--- src/rtl/wisc_pkg.sv ---
// Shared definitions for the WISC pipeline: opcodes, branch condition codes, flag bit positions.
package wisc_pkg;

  localparam logic [3:0] OP_ADD    = 4'h0;
  localparam logic [3:0] OP_SUB    = 4'h1;
  localparam logic [3:0] OP_XOR    = 4'h2;
  localparam logic [3:0] OP_RED    = 4'h3;
  localparam logic [3:0] OP_SLL    = 4'h4;
  localparam logic [3:0] OP_SRA    = 4'h5;
  localparam logic [3:0] OP_ROR    = 4'h6;
  localparam logic [3:0] OP_PADDSB = 4'h7;

  typedef enum logic [2:0] {
    CC_NE = 3'b000,
    CC_EQ = 3'b001,
    CC_GT = 3'b010,
    CC_LT = 3'b011,
    CC_GE = 3'b100,
    CC_LE = 3'b101,
    CC_OV = 3'b110,
    CC_AL = 3'b111
  } ccc_t;

  localparam int NVZ_N = 2;
  localparam int NVZ_V = 1;
  localparam int NVZ_Z = 0;

  // Which of {N,V,Z} an opcode is allowed to update; shift/logic ops only own Z.
  function automatic logic [2:0] flag_wr_mask(input logic [3:0] op);
    logic [2:0] m;
    m = 3'b000;
    case (op)
      OP_ADD, OP_SUB:                 m = 3'b111;
      OP_XOR, OP_SLL, OP_SRA, OP_ROR: m = 3'b001;
      default:                        m = 3'b000;
    endcase
    return m;
  endfunction

endpackage

--- src/rtl/branch_cond.sv ---
// Combinational branch condition evaluation of a condition code against {N,V,Z}.
module branch_cond
  import wisc_pkg::*;
(
  input  logic [2:0] ccc,
  input  logic [2:0] nvz,
  output logic       cond
);

  logic n, v, z;

  assign n = nvz[NVZ_N];
  assign v = nvz[NVZ_V];
  assign z = nvz[NVZ_Z];

  always_comb begin
    cond = 1'b0;
    case (ccc_t'(ccc))
      CC_NE:   cond = ~z;
      CC_EQ:   cond = z;
      CC_GT:   cond = ~z & ~n;
      CC_LT:   cond = n;
      CC_GE:   cond = z | ~n;
      CC_LE:   cond = n | z;
      CC_OV:   cond = v;
      CC_AL:   cond = 1'b1;
      default: cond = 1'b0;
    endcase
  end

endmodule

--- src/rtl/flag_branch_unit.sv ---
// Architectural flag register with per-opcode write masks, and ID-stage branch resolution
// using the EX-stage flags bypassed in the same cycle.
module flag_branch_unit
  import wisc_pkg::*;
#(
  parameter int WIDTH = 16,
  parameter int CNT_W = 16
) (
  input  logic             clk,
  input  logic             rst,
  input  logic             ex_valid,
  input  logic [3:0]       ex_opcode,
  input  logic [2:0]       ex_nvz,
  input  logic             stall,
  input  logic             flush_ex,
  input  logic             id_branch,
  input  logic             id_br_reg,
  input  logic [2:0]       id_ccc,
  input  logic [WIDTH-1:0] id_pc_plus2,
  input  logic [8:0]       id_imm9,
  input  logic [WIDTH-1:0] id_rs_data,
  output logic             br_taken,
  output logic [WIDTH-1:0] br_target,
  output logic             flush_if_q,
  output logic [2:0]       flags_q,
  output logic [CNT_W-1:0] taken_cnt
);

  logic             wr;
  logic [2:0]       wr_mask;
  logic [2:0]       flags_d;
  logic             cond;
  logic [WIDTH-1:0] b_offset;
  logic [CNT_W-1:0] taken_cnt_d;

  assign wr      = ex_valid & ~stall & ~flush_ex;
  assign wr_mask = wr ? flag_wr_mask(ex_opcode) : 3'b000;
  assign flags_d = (flags_q & ~wr_mask) | (ex_nvz & wr_mask);

  // The branch evaluates the post-write flags so it never waits on the instruction in EX.
  branch_cond u_branch_cond (
    .ccc  (id_ccc),
    .nvz  (flags_d),
    .cond (cond)
  );

  assign br_taken  = id_branch & ~stall & cond;
  assign b_offset  = {{(WIDTH-10){id_imm9[8]}}, id_imm9, 1'b0};
  assign br_target = id_br_reg ? id_rs_data : (id_pc_plus2 + b_offset);

  always_comb begin
    taken_cnt_d = taken_cnt;
    if (br_taken && (taken_cnt != {CNT_W{1'b1}})) taken_cnt_d = taken_cnt + 1'b1;
  end

  always_ff @(posedge clk or posedge rst) begin
    if (rst) begin
      flags_q    <= 3'b000;
      flush_if_q <= 1'b0;
      taken_cnt  <= '0;
    end else begin
      flags_q    <= flags_d;
      flush_if_q <= br_taken;
      taken_cnt  <= taken_cnt_d;
    end
  end

endmodule
--- config.mk ---
export PLATFORM = sky130hd
export DESIGN_NAME = flag_branch_unit
export DESIGN_NICKNAME = d
export VERILOG_FILES = /design/src/rtl/wisc_pkg.sv /design/src/rtl/branch_cond.sv /design/src/rtl/flag_branch_unit.sv
export SDC_FILE = /design/constraint.sdc
export NUM_CORES = 1
export LEC_CHECK = 0
export CAP_MARGIN = 20
export CORE_MARGIN = 3
export CORE_UTILIZATION = 35
export CTS_CLUSTER_DIAMETER = 100
export CTS_CLUSTER_SIZE = 28
export DETAILED_ROUTE_END_ITERATION = 12
export PLACE_DENSITY = 0.72
export SLEW_MARGIN = 10
export SYNTH_ARGS = -nofsm -noshare
export SYNTH_HDL_FRONTEND = slang
export SYNTH_SLANG_ARGS = --single-unit
export TNS_END_PERCENT = 100
--- constraint.sdc ---
create_clock -name clk -period 4.2 [get_ports clk]
set_clock_uncertainty 0.2 [all_clocks]
set_input_delay 0.84 -clock clk [delete_from_list [all_inputs] [get_ports clk]]
set_output_delay 0.84 -clock clk [all_outputs]
set_load 0.01 [all_outputs]
Word level (Yosys, flattened, before mapping)
Index checks and enable logic that the tools add are counted.
{"block": "totals", "reg_bits": 20, "latch_bits": 0, "ramBits": 0, "rom_bits": 0, "n_memories": 0}
{"block": "classes", "addsub": 2, "multipliers": 0, "div": 0, "order_cmp": 0, "n_eq_ne": 13, "shifts": 0, "muxes": 4, "n_bitwise": 15, "n_reduce_logical": 5}
{"cell": "16-bit by 1-bit adder with 16-bit output (second input constant)", "count": 1}
{"cell": "16-bit adder", "count": 1}
{"cell": "16-bit two-way mux", "count": 1}
{"cell": "16-bit != test (second input constant)", "count": 1}
{"cell": "3-bit == test (second input constant)", "count": 4}
{"cell": "4-bit by 3-bit == test with 1-bit output (second input constant)", "count": 3}
{"cell": "1-bit one-hot mux with 8 select lines", "count": 1}
{"cell": "3-bit bitwise AND", "count": 2}
{"cell": "3-bit by 2-bit == test with 1-bit output (second input constant)", "count": 2}
{"cell": "3-bit one-hot mux with 2 select lines", "count": 1}
{"cell": "1-bit bitwise AND", "count": 5}
{"cell": "4-bit by 1-bit == test with 1-bit output (second input constant)", "count": 1}
{"cell": "4-bit by 2-bit == test with 1-bit output (second input constant)", "count": 1}
{"cell": "4-bit zero test", "count": 1}
{"cell": "1-bit inverter", "count": 4}
{"cell": "4-bit OR reduction", "count": 1}
{"cell": "3-bit by 1-bit == test with 1-bit output (second input constant)", "count": 1}
{"cell": "3-bit zero test", "count": 1}
{"cell": "3-bit two-way mux", "count": 1}
{"cell": "3-bit inverter", "count": 1}
{"cell": "3-bit bitwise OR", "count": 1}
{"cell": "1-bit bitwise OR", "count": 2}
{"cell": "2-bit OR reduction", "count": 1}
{"cell": "1-bit logical AND", "count": 1}

Depth between registers and ports, before layout
Gate-level depths: netlist of run 1.
{"block": "depth", "ltp_word": 12, "depth_mapped": 10}

Cells and area by module
Synthesis of run 1 repeated with hierarchy kept, for this count alone.
{"block": "hier_totals", "hier_cells": 227, "area_unflattened_um2": 1929.4}
{"mod": "flag_branch_unit", "instances": 1, "cells_per_inst": 216, "area_each_um2": 1853.0, "seq_area_each_um2": 500.5}
{"mod": "branch_cond", "instances": 1, "cells_per_inst": 11, "area_each_um2": 76.3, "seq_area_each_um2": 0.0}

Worst setup path before layout of run 1
Ideal clock, no wire load.
{"block": "synth_timing", "path_kind": "input -> output", "start": "in id_pc_plus2[8]", "end": "out br_target[15]", "t_arrival_ns": 2.840, "path_slack_ns": 0.320, "cell_stages": 8, "cell_sequence": "ha_1 nand2_1 or4b_2 o2111ai_1 a21oi_1 nor3_1 nor4bb_1 a211oi_1"}
{"block": "synth_between", "elab_chain_len": 2}
{"element": "start: declaration", "line": "flag_branch_unit.sv:19", "text": "input logic [WIDTH-1:0] id_pc_plus2,"}
{"element": "16-bit adder", "line": "flag_branch_unit.sv:49", "text": "assign br_target = id_br_reg ? id_rs_data : (id_pc_plus2 + b_offset);"}
{"element": "16-bit two-way mux", "line": "flag_branch_unit.sv:49"}
{"element": "end: declaration", "line": "flag_branch_unit.sv:23", "text": "output logic [WIDTH-1:0] br_target,"}
No other way between the ends.

Worst setup path in the final report of run 1
{"block": "layout_timing", "start": "in id_pc_plus2[5]", "end": "out br_target[11]"}
Same word-level chain as after synthesis.

==> metrics.md, run 1 <==
| Metric | Value |
|---|---|
| Die width | a little under 80 um |
| Final setup fails | 0 |
| Bufs on Longest Clock Path | 2 |
| WP data arrival | ~3000 ps |
| Reg-to-Reg End | taken_cnt[1] |
| Area of the multi-input gates | 1450 um^2 |
| Largest cells by area after synthesis | dfrtp_1 27%, ha_1 10%, xor2_1 8.8% |
| Syn Inst Count | ~220 |
| WHS | 295 ps |
| DP HPWL | around 4.5 mm |
| Num ports | between 90 and 100 |
| Clock-pin slew on the worst setup and hold paths | 70 ps |
| Tot GR Track Use | 17.8% |
| Via density | 5.15 |
| Maximum VDD drop | 143 uV |
| Nature of the critical path startpoint | primary input |
| Share of the synthesized area in the top cell type | 26.6% |
| Grt met1 use | a little over a fifth |
| Synth Flop Type | dfrtp_1 |
| Met3 usage in global routing | 4.42% |
| FILL cells | 443 |
| Post-Syn Area | 1880 um^2 |
| Number of synthesized register bits | 20 |
| Hold path start | taken_cnt[12] |
| Pwr/cell area | 239 nW/um^2 |
| Worst-Margin Slew | 767 ps |
| I/O Buffers | 94 |
| Hold Buf Count CTS | 0 |
| Post-layout min period | around 4100 ps |
| Grt ovf | 0 |
| Area leader, netlist | dfrtp_1 |
| Largest net degree at the start of global routing | 32 |
| DRT iter0 DRCs | 119 |
| Layout cell share with drive strength beyond 1 | 21.3% |
| Fmax | 244 MHz |
| Crit path kind | in2out |
| Post-synth EDFFs | 0 |
| Hold Crit Class | reg2reg |
| Setup ws final | 110 ps |
| CTS tree | yes |
| Row cnt | 26 |
| Status | finished clean |
| Final Hold Violating Endpoints | 0 |
| R2r startpoint | taken_cnt[5] |
| Count of final max-slew check failures | 0 |
| Placed cell area | 3040 um^2 |
| Hold path cells | 1 |
| Storage cell area | 500 um^2 |
| R2R Setup Slk | 1720 ps |
| Post-Syn Nets | 290 |
| Maxcap violations | 0 |
| WP data required | 3160 ps |
| Met2 Use GR | 31.1% |
| GPL Wtd Cong | 0.819 |
| Skew-Pair Late Insertion Delay | 260 ps |
| Crit path max fanout | 3 |
| Synth warnings | 0 |
| CORE AREA | just over 5000 um^2 |
| Crit end category | output pin |
| Final setup TNS | 0 ps |
| Pre-CTS setup slack | -695 ps |
| Fin area | 3260 um^2 |
| GR peak layer | met2 |
| R2R depth | 7 |
| WL final | roughly 6 mm |
| Netlist cell types | 56 |
| Leak | 1.54 nW |
| Initial Util | 36.6% |
| Via count | roughly 2100 |
| CTS H-tree lvls | 1 |
| Sequential fraction of the synthesis area | a little over a quarter |
| DRC errors left | 0 |
| Die area | about 6300 um^2 |
| CTS root buf | clkbuf_8 |
| Fin nets | between 400 and 500 |
| Synth-to-layout area growth | 73.4% |
| Avg Synthesized Cell Area | 8.72 um^2 |
| Async SR Flop Fraction | 100% |
| Routed WL per cell | around 15 um |
| DRT Pass-1 Iters | 4 |
| Die height | 79.4 um |
| Antenna Nets Post-Route | 0 |
| Hold EP | taken_cnt[12] |
| Final Cycle Share | 97.4% |
| RSZ-0062 raised after global routing | no |
| Initial antenna violation count | 1 |
| CTS Buf Count | 3 |
| CTS Sinks | 20 |
| Slew margin rel. | just under 50% |
| Total power | 780 uW |
| First-pass GRT wire length | 9.11 mm |
| Vias in the first global route | 1984 |
-- final cells by class --
type                       instances  share of cell area [%]
clock buffer                       3                    1.26
timing repair buffer             122                    35.5
multi-input combinational        182                    44.3
inverter                           7                   0.805
sequential                        20                    15.3
antenna                            1                  0.0767
tap                               70                    2.68
-- timing repair --
item	CTS	global route
endpoints found under the setup margin	10	11
buffers inserted	3	4
pin swaps	16	18
gates resized for setup	37	33
-- cell usage after synthesis, types with 2 or more instances --
cell type / instances
xnor2_1: 3
o31ai_1: 4
inv_1: 7
a21o_1: 2
ha_1: 15
nand2b_1: 2
a211oi_1: 6
and3_1: 4
xor2_1: 19
o21bai_1: 3
nand3_1: 8
o211ai_1: 2
clkbuf_1: 4
a21oi_1: 7
buf_1: 2
nand2_1: 23
nor3_1: 13
o21ai_0: 14
nand4_1: 3
nor4_1: 5
and3b_1: 2
o21a_1: 2
nor2_1: 12
dfrtp_1: 20
mux2_2: 3
-- logic make-up (layout without fill, tap and decap cells) --
kind of cell / count (synthesis) / in the layout / synth area share, %
DFF: 20 / 20 / 26.6
other: 0 / 1 / 0
adders and majority gates: 16 / 16 / 11.0
xor gates and xnor gates: 22 / 22 / 10.2
AOI/OAI and AO/OA: 51 / 51 / 19.1
buffers and inverters: 14 / 132 / 3.19
muxes: 6 / 6 / 3.72
and+or+nand+nor: 87 / 87 / 26.2
-- worst max-delay path, stage by stage --
cell and delay, ps:
clkdlybuf4s50_1 410, ha_2 190, or4b_4 510, o2111ai_4 240
buf_4 160, a21boi_2 60, buf_4 150, o31ai_1 200
dlygate4sd2_1 300
-- power breakdown --
group | internal [mW] | switching, mW | total, mW
clock | 0.0639 | 0.0640 | 0.128
combinational | 0.227 | 0.178 | 0.405
sequential | 0.219 | 0.0283 | 0.247
total | 0.510 | 0.270 | 0.780
-- through the flow --
stage                     utilization, %  instances
final                               63.5        405
after detailed placement            59.1        394
after global placement              59.1        394
after CTS                           61.0        400
after floorplan                        -        216
after global routing                63.5        405
-- sequential cells by signal, summed over array words and instances, names as in the netlist --
| register | count |
|---|---|
| flags_q | 3 |
| taken_cnt | 16 |
| flush_if_q | 1 |
-- placed cells by master, fill, tap and decap left out, drive strengths merged, types with 5 or more instances in the layout --
cell type      instances
nor4                   6
dlymetal6s2s          13
a21oi                  7
buf                   31
nor3                  14
ha                    15
clkbuf                 5
clkdlybuf4s50         70
nand2                 23
o21ai                 14
a211oi                 6
mux2                   5
nand3                  8
dfrtp                 20
xor2                  19
nor2                  12
dlygate4sd2            5
inv                    7
-- layer usage --
metal / part of all wire, % / routed length [um]
met5: 0 / 0
met4: 1.5 / 87
met3: 5.9 / 348
met2: 50 / 2970
met1: 42 / 2470
-- worst max path at each step --
stage / start / to / slack (ps) / depth (start not counted)
floorplan: id_pc_plus2[8] / br_target[15] / 320 / 8
global placement: id_pc_plus2[8] / br_target[15] / -630 / 10
detailed placement: id_pc_plus2[8] / br_target[15] / -690 / 10
CTS: id_pc_plus2[8] / br_target[11] / 8 / 9
global route: flush_ex / br_taken / 1 / 8
finish: id_pc_plus2[5] / br_target[11] / 110 / 9
No activity file was read; power rests on OpenSTA's default activity.
==> inputs of run 2 (changes only) <==
Settings changed: ABC_CLOCK_PERIOD_IN_PS set to 4200, CORE_UTILIZATION 35 to 25, PLACE_DENSITY 0.72 to unset.
==> run 2 against run 1 <==
Effect of this change: global-route usage decreased by 4.5 points; hold slack got worse by 3.4 ps; register-to-register slack about the same; sequential share of layout area decreased by 0.47 points; core utilization decreased by 17 points; cell area increased by 3.1%; count of clock-buffer cells in the layout unchanged; wire length increased by 0.32%; flip-flop and latch count unchanged; sequential power about the same.
==> metrics.md, run 2 (same netlist as run 1, synthesis figures left out) <==
| Metric | Value |
|---|---|
| Status | finished clean |
| Pwr/cell area | 236 nW/um^2 (-1.4%) |
| GR peak layer | met2 |
| Final Cycle Share | 96.9% (-0.44 points) |
| Nature of the critical path startpoint | primary input |
| Fmax | 246 MHz (+0.45%) |
| GPL Wtd Cong | 0.805 (-1.6%) |
| Leak | 1.53 nW (-0.24%) |
| Skew-Pair Late Insertion Delay | 260 ps (about the same) |
| CTS Sinks | 20 (unchanged) |
| DRT iter0 DRCs | 30 (-75%) |
| Post-layout util | 46.2% (-17 points) |
| Grt met1 use | 15.6% (-5.9 points) |
| Slew margin rel. | 48.5% (-0.32 points) |
| Antenna Nets Post-Route | 0 (unchanged) |
| Ant. Diodes | 0 (-1) |
| Crit end category | output pin |
| Crit path kind | in2out |
| I/O Buffers | 94 (unchanged) |
| Fin nets | 419 (+2.2%) |
| Bufs on Longest Clock Path | 2 (unchanged) |
| Met2 Use GR | 22.7% (-8.4 points) |
| Die width | 92.8 um (+17%) |
| Via count | 2107 (+0.96%) |
| Routed WL per cell | 13.3 um (-8.1%) |
| Clock-pin slew on the worst setup and hold paths | 70 ps (about the same) |
| CTS tree | yes |
| Initial antenna violation count | 0 (-1) |
| Die area | 8610 um^2 (+37%) |
| WP data required | 3160 ps (about the same) |
| Met3 usage in global routing | 3.49% (-0.93 points) |
| Layout cell share with drive strength beyond 1 | 23.9% (+2.6 points) |
| Count of final max-slew check failures | 0 (unchanged) |
| Maxcap violations | 0 (unchanged) |
| First-pass GRT wire length | 9.49 mm (+4.2%) |
| CORE AREA | 7290 um^2 (+42%) |
| Total power | 793 uW (+1.7%) |
| CTS H-tree lvls | 1 (unchanged) |
| Via density | 4.77 (-7.5%) |
| Num ports | 95 (unchanged) |
| Final setup fails | 0 (unchanged) |
| Most common cell after layout, fill and taps aside | clkdlybuf4s50_1 |
| Vias in the first global route | 2161 (+8.9%) |
| DP HPWL | 4.55 mm (+1.0%) |
| Maximum VDD drop | 90.1 uV (-37%) |
| Worst-Margin Slew | 772 ps (+4.78 ps) |
| CTS Buf Count | 3 (unchanged) |
| Synth-to-layout area growth | 78.8% |
| Top flop regs | taken_cnt: 16 flops, flags_q: 3 flops, flush_if_q: 1 flops |
| Die height | 92.8 um (+17%) |
| RSZ-0062 raised after global routing | no |
| Tot GR Track Use | 13.2% (-4.5 points) |
| DRC errors left | 0 (unchanged) |
| WP data arrival | 3030 ps (-20 ps) |
| WL final | 5.89 mm (+0.32%) |
| Hold Buf Count CTS | 0 (unchanged) |
| Largest net degree at the start of global routing | 21 (-34%) |
| CTS root buf | clkbuf_8 |
| Crit path max fanout | 4 (+1) |
| DRT Pass-1 Iters | 4 (unchanged) |
| Initial Util | 25.8% (-11 points) |
| Reg with most FFs | taken_cnt |
| Max FFs per register | 16 (unchanged) |
| Final Hold Violating Endpoints | 0 (unchanged) |
| Grt ovf | 0 (unchanged) |
| Most frequent cells in the layout | 75 x clkdlybuf4s50_1, 34 x buf_4, 22 x nand2_1 |
| Post-layout min period | 4070 ps (-18.4 ps) |
| Row cnt | 31 (+19%) |
| Hold Crit Class | reg2reg |
-- run 2: changes by cell type in the layout (fill, tap and decap cells not counted), moves of 2 or more --
cell,before,now
a211oi_2,2,4
a21oi_2,4,1
o21ai_0,10,8
buf_2,3,5
clkdlybuf4s50_1,70,75
a211oi_1,4,2
buf_4,26,34
dlymetal6s2s_1,13,8
a21oi_1,3,5
-- run 2: final timing paths --
path / endpoint / slack (ps) / cells after the start / start
max: br_target[5] / 130 / 8 / id_pc_plus2[3]
min: taken_cnt[4] / 290 / 1 / taken_cnt[4]
max reg2reg: taken_cnt[1] / 1720 / 7 / taken_cnt[5]
min reg2reg: taken_cnt[4] / 290 / 1 / taken_cnt[4]
max in group asynchronous: taken_cnt[8] / 2490 / 2 / rst
min in group asynchronous: flush_if_q / 820 / 2 / rst
-- run 2: final cells by class --
type / instances / area, um^2
Fill cell: 736 / 3930
Multi-Input combinational cell: 182 / 1460
Timing Repair Buffer: 131 / 1220
Sequential cell: 20 / 500
Tap cell: 99 / 124
Clock buffer: 3 / 41.3
Inverter: 7 / 26.3
-- run 2: repair_timing --
action,in CTS,in global routing
buffers inserted,5,4
gates resized for setup,46,29
pin swaps,19,20
setup endpoints to repair,11,9
cloned,0,0
-- run 2: worst max-delay path, stage by stage --
cell and delay, ps:
clkdlybuf4s50_1 510, ha_4 230, nor2b_2 160, o31a_1 290, buf_4 160, a211oi_2 210
a21o_1 110, clkdlybuf4s50_1 520
-- run 2: report_power, final --
part           switching (mW)  internal (mW)  total (mW)  leakage, nW
Sequential             0.0296          0.219       0.248        0.268
Clock                  0.0604         0.0638       0.124       0.0216
Combinational           0.181          0.240       0.421         1.25
Total                   0.271          0.523       0.793         1.53
-- run 2: per-stage QoR --
step           instance area (um^2)  cells  hold WS [ps]  worst slack, ps  TNS [ps]
4_1_cts                        3270    438           293             -187      -187
3_3_place_gp                   3120    430           278             -715     -3990
3_5_place_dp                   3120    430           279             -807     -4200
6_report                       3370    442           292              128         0
5_1_grt                        3370    442           310             9.00         0
2_1_floorplan                  1880    216           315              320         0
-- run 2: metal layers --
layer,up-vias,routed length [um]
li1,1060,-
met4,0,174
met2,82,2770
met5,-,0
met1,949,2480
met3,16,470
==> inputs of run 3 (changes only) <==
Settings changed: CAP_MARGIN 20 to unset, TNS_END_PERCENT 100 to unset.
==> results of run 3 <==
Same layout as run 2: the final DEF is identical, and so are final timing and power.
